===== src/rtl/cpu_load_sequencer.sv =====
// cpu_load_sequencer: loads a program into instruction memory, then flushes, runs, drains and halts the core.
module cpu_load_sequencer #(
    parameter int ADDR_W       = 6,
    parameter int FLUSH_CYCLES = 2,
    parameter int DRAIN_CYCLES = 4,
    parameter int CYC_W        = 16
) (
    input  logic              clk,
    input  logic              Reset,
    input  logic              LoadInstructions,
    input  logic [31:0]       Instruction,
    input  logic [31:0]       fetch_pc,
    output logic              imem_we,
    output logic [ADDR_W-1:0] imem_addr,
    output logic [31:0]       imem_wdata,
    output logic              pc_clear,
    output logic              cpu_run,
    output logic [ADDR_W:0]   prog_len,
    output logic              done,
    output logic              load_overflow,
    output logic [CYC_W-1:0]  run_cycles
);
    typedef enum logic [2:0] {IDLE, LOAD, FLUSH, RUN, DRAIN, DONE} state_t;
    localparam logic [ADDR_W:0] DEPTH = {1'b1, {ADDR_W{1'b0}}};
    state_t state, state_nx;
    logic [ADDR_W:0] wr_ptr;
    logic [3:0] cnt;
    logic restart, wr, past_end, unused_ok;
    logic [ADDR_W:0] ptr;
    // any load request outside LOAD aborts whatever is in progress and restarts at address 0
    assign restart   = LoadInstructions && state != LOAD;
    assign ptr       = restart ? '0 : wr_ptr;
    assign wr        = LoadInstructions && ptr < DEPTH;
    assign past_end  = {1'b0, fetch_pc[ADDR_W+1:2]} >= prog_len || |fetch_pc[31:ADDR_W+2];
    assign unused_ok = &{1'b0, fetch_pc[1:0]};
    always_ff @(posedge clk or posedge Reset) begin
        if (Reset) begin
            state         <= IDLE;
            wr_ptr        <= '0;
            cnt           <= '0;
            imem_we       <= 1'b0;
            imem_addr     <= '0;
            imem_wdata    <= '0;
            prog_len      <= '0;
            load_overflow <= 1'b0;
            run_cycles    <= '0;
        end else begin
            state   <= state_nx;
            imem_we <= wr;
            if (wr) begin
                imem_addr  <= ptr[ADDR_W-1:0];
                imem_wdata <= Instruction;
                wr_ptr     <= ptr + 1'b1;
            end
            cnt <= state == LOAD ? 4'(FLUSH_CYCLES) : state == RUN ? 4'(DRAIN_CYCLES) : cnt - 4'(cnt != 0);
            if (state == LOAD && !LoadInstructions)
                prog_len <= wr_ptr;
            load_overflow <= restart ? 1'b0 : (state == LOAD && LoadInstructions && !wr) ? 1'b1 : load_overflow;
            run_cycles <= restart ? '0 : ((state == RUN || state == DRAIN) && ~&run_cycles) ? run_cycles + 1'b1 : run_cycles;
        end
    end
    always_comb begin
        state_nx = restart ? LOAD :
                   (state == LOAD && !LoadInstructions) ? (wr_ptr == 0 ? IDLE : FLUSH) :
                   (state == FLUSH && cnt == 4'd1) ? RUN :
                   (state == RUN && past_end) ? DRAIN :
                   (state == DRAIN && cnt == 4'd1) ? DONE : state;
    end
    always_comb begin
        pc_clear = state == IDLE || state == LOAD || state == FLUSH;
        cpu_run  = state == RUN || state == DRAIN;
        done     = state == DONE;
    end
endmodule


===== config.mk =====
export PLATFORM = sky130hd
export DESIGN_NAME = cpu_load_sequencer
export DESIGN_NICKNAME = d
export VERILOG_FILES = /design/src/rtl/cpu_load_sequencer.sv
export SDC_FILE = /design/constraint.sdc
export NUM_CORES = 1
export LEC_CHECK = 0
export BUFFER_PORTS_ARGS = -buffer_cell sky130_fd_sc_hd__buf_2
export CORE_UTILIZATION = 50
export CTS_CLUSTER_DIAMETER = 80
export CTS_CLUSTER_SIZE = 40
export DETAILED_ROUTE_END_ITERATION = 12
export PLACE_DENSITY = 0.88
export SETUP_SLACK_MARGIN = 0.02
export SYNTH_ARGS = -nofsm -noshare
export SYNTH_HDL_FRONTEND = slang
export SYNTH_SLANG_ARGS = --single-unit

===== constraint.sdc =====
create_clock -name clk -period 3.4 [get_ports clk]
set_input_delay 0.68 -clock clk [delete_from_list [all_inputs] [get_ports clk]]
set_output_delay 0.68 -clock clk [all_outputs]
set_load 0.02 [all_outputs]

==> summary.txt <==
======================================================================================
Length of routed met2 wiring                                              4390 microns
CP peak stage delay                                                             480 ps
Clock tree from TritonCTS                                                         done
Worst-case setup slack after placement                                          917 ps
Post-synthesis cell count                                                          404
Arrival time at the worst endpoint                                             2760 ps
Setup Skew                                                                     10.9 ps
Gp weighted congestion                                                           0.878
Top-level I/O count                                                                133
Crit path from                                                                state[2]
Vias per std cell                                                                 5.27
FF+latch count, synth                                                               77
Post-CTS sizing                                                                      0
Register Area                                                               1930 sq um
Sum of net half-perimeters after detailed placement                       6440 microns
Number of post-CTS setup repair buffers                                              0
Transition at the pin with the smallest max-transition slack                    739 ps
Router iterations before antenna repair                                              5
Worst Path Required                                                            3630 ps
Result of the run                                                            completed
Antenna fix cells                                                                    0
Synthesized net count                                                              484
Number of buffers inserted for hold repair after clock tree synthesis                0
Switching part of the total                                                      36.8%
Count of maximum capacitance violations                                              0
Warnings from Yosys                                                                  0
Count of final max-slew check failures                                               0
Chip height                                                               87.6 microns
Cells taking the most area after synthesis                                sky130_fd_sc_hd__dfrtp_1 (53%), sky130_fd_sc_hd__nand2_1 (13%), sky130_fd_sc_hd__ha_1 (4.4%), sky130_fd_sc_hd__o21ai_0 (3.4%), sky130_fd_sc_hd__nor2_1 (2.7%)
Clock slew at the register clock pins of the worst setup and hold paths          80 ps
Post-place instance area                                                    4430 sq um
Setup violators final                                                                0
# port buffers                                                                     130
Avg Synthesized Cell Area                                                   9.08 sq um
Largest vdd supply drop                                                     0.000341 V
Cell-internal power                                                            1730 uW
Series of cell instances along the critical path                          nand2b_1 > nor2_1 > inv_1 > ha_1 > o21ai_4 > clkinv_1 > buf_4 > nand2_1 > nand2_1
Fin area                                                                    4620 sq um
Maximum number of pins on one net before global-route repair                        44
Number of buffer and inverter stages on the critical path                            3
Cell type with the highest aggregate area in the netlist                  sky130_fd_sc_hd__dfrtp_1
Root Buffer                                                               sky130_fd_sc_hd__clkbuf_8
Flip-flop cell with the highest count after synthesis                     sky130_fd_sc_hd__dfrtp_1
Number of nets with antenna violations after detailed routing                        0
Number of antenna violations at the first check in global routing                    0
Portion of synthesized cell area occupied by the leading cell type               52.5%
Switching power summed over all nets                                           1010 uW
Die Footprint                                                               7680 sq um
Average wire per standard cell                                            14.0 microns
Most frequent cell after synthesis                                        sky130_fd_sc_hd__nand2_1
Number of non-filler instances in the completed layout                             634
# nets final                                                                       613
Slowest cell on crit path                                                 sky130_fd_sc_hd__dfrtp_1
Total wire length                                                         8870 microns
Critical path class                                                         reg -> reg
H-Tree Depth                                                                         3
Total area of multi-input combinational cells                               1620 sq um
Sink count of the clock tree                                                        77
Crit-path most repeated cell                                              sky130_fd_sc_hd__nand2_1
Clock latency of the later-clocked register in the worst-skew pair              350 ps
Power density relative to cell area                                        593 nW/um^2
Number of remaining DRC errors                                                       0
Top cell family by delay on the critical path                             simple AND/OR/NAND/NOR gates
Via count of the first global-routing pass                                        3271
Metal3 WL                                                                  626 microns
Mapped Area                                                                 3670 sq um
Share of power burned in combinational logic                                     31.6%
Number of rows created at floorplan                                                 30
Crit path max fanout                                                                36
Filler instances                                                                   572
Synth-to-layout area growth                                                      26.1%
Achievable clock frequency                                                   0.395 GHz
Sequential-to-total area share from yosys stat                                   52.5%
Crit path setup slack, layout                                                   871 ps
Metal-1 WL                                                                3740 microns
Drt first-iter violations                                                          212
Worst Hold Class                                                           in -> async
Distinct cell type count after synthesis                                            46
Setup repair after global routing missed its margin                              false
Total instance count after detailed placement                                      618
Startpoint of the worst register-to-register path                             state[2]
Final Power                                                                    2740 uW
Core box area                                                               6940 sq um
First-pass GRT wire length                                                14100 microns
Gr ovfl total                                                                        0
Final Hold Violating Endpoints                                                       0
Async set or reset register ratio after synthesis                                 100%
Standby leakage power                                                       0.00241 uW
Element type at the critical path start                                       register
Tmin final                                                                     2530 ps
Max clock buf depth                                                                  2
Crit. End Element                                                             register
Relative slew slack                                                              50.6%
Width of the die                                                          87.6 microns
Top post-synthesis cells by count                                         sky130_fd_sc_hd__nand2_1 (128), sky130_fd_sc_hd__dfrtp_1 (77), sky130_fd_sc_hd__nor2_1 (26)
Clk network pwr share                                                            24.9%
Portion of total power attributed to sequential cells                            43.6%
Fraction of layout instances using a drive strength above 1                      29.6%
Combined global-route utilization of all metal layers                            23.8%
Inserted Clock Buffers                                                               9
Final Cycle Share                                                                74.4%
Sum Neg Setup Slack                                                               0 ps
Initial core utilization                                                         52.8%
Top layer in use                                                                  met4
Number of synthesized flops with an enable pin                                       0
Vias after detailed routing                                                       3342
======================================================================================
cell type report:
class                   instances  area share [%]
multi-input cells             294            34.9
clock buffers                  10            2.76
inverters                      17            1.38
well taps                      96            2.60
clock inverters                 6            1.38
flip-flops and latches         77            41.7
repair buffers                134            15.3
path summary, 6_finish.rpt:
kind                                  endpoint  slack [ps]  cells after the start
worst max-delay path             imem_wdata[3]         870                      9
worst min-delay path            imem_wdata[17]         460                      2
worst max register to register   imem_wdata[3]         870                      9
worst min register to register  imem_wdata[24]         470                      2
max in group asynchronous        run_cycles[7]        2260                      3
min in group clk                imem_wdata[24]         470                      2
kinds of logic (layout without fill, tap and decap cells):
logic type      count (synthesis)  count (layout)  share of synthesized area, %
simple gates                  210             210                          25.5
mux                             5               5                          1.47
compound gates                 52              52                          8.97
buf+inv                        33             167                          3.72
fa+ha+maj                      13              13                          4.44
xor+xnor                       14              14                          3.34
flops                          77              77                          52.5
per-layer routing:
| metal | GRT usage [%] | vias up |
|---|---|---|
| li1 | - | 1611 |
| met1 | 27.9 | 1573 |
| met2 | 41.7 | 145 |
| met3 | 5.28 | 13 |
| met4 | 11.2 | 0 |
| met5 | 0 | - |
cell usage in the layout, fill, tap and decap left out, types with 9 or more instances in the layout:
cell type / instances
sky130_fd_sc_hd__buf_2: 130
sky130_fd_sc_hd__clkbuf_8: 9
sky130_fd_sc_hd__dfrtp_1: 77
sky130_fd_sc_hd__ha_1: 13
sky130_fd_sc_hd__inv_1: 15
sky130_fd_sc_hd__nand2_1: 128
sky130_fd_sc_hd__nor2_1: 26
sky130_fd_sc_hd__nor4_1: 11
sky130_fd_sc_hd__o21ai_0: 25
state kept, by name, indices dropped and copies added, names as in the netlist:
| name | count |
|---|---|
| cnt | 4 |
| imem_addr | 6 |
| imem_wdata | 32 |
| imem_we | 1 |
| load_overflow | 1 |
| prog_len | 7 |
| run_cycles | 16 |
| state | 3 |
| wr_ptr | 7 |
metrics by stage:
| step | hold WS, ps | util [%] |
|---|---|---|
| 2_1_floorplan | 484 | - |
| 3_3_place_gp | 454 | 63.8 |
| 3_5_place_dp | 462 | 63.8 |
| 4_1_cts | 476 | 66.6 |
| 5_1_grt | 496 | 66.6 |
| 6_report | 457 | 66.6 |
power groups by stage:
stage          sequential [uW]  clock (uW)  combinational [uW]
2_1_floorplan             1270           0                 527
3_3_place_gp              1200           0                 818
3_5_place_dp              1210           0                 860
4_1_cts                   1190         688                 866
5_1_grt                   1220         727                 955
6_report                  1190         681                 866
Note: power is estimated with default switching activity, not from simulation.
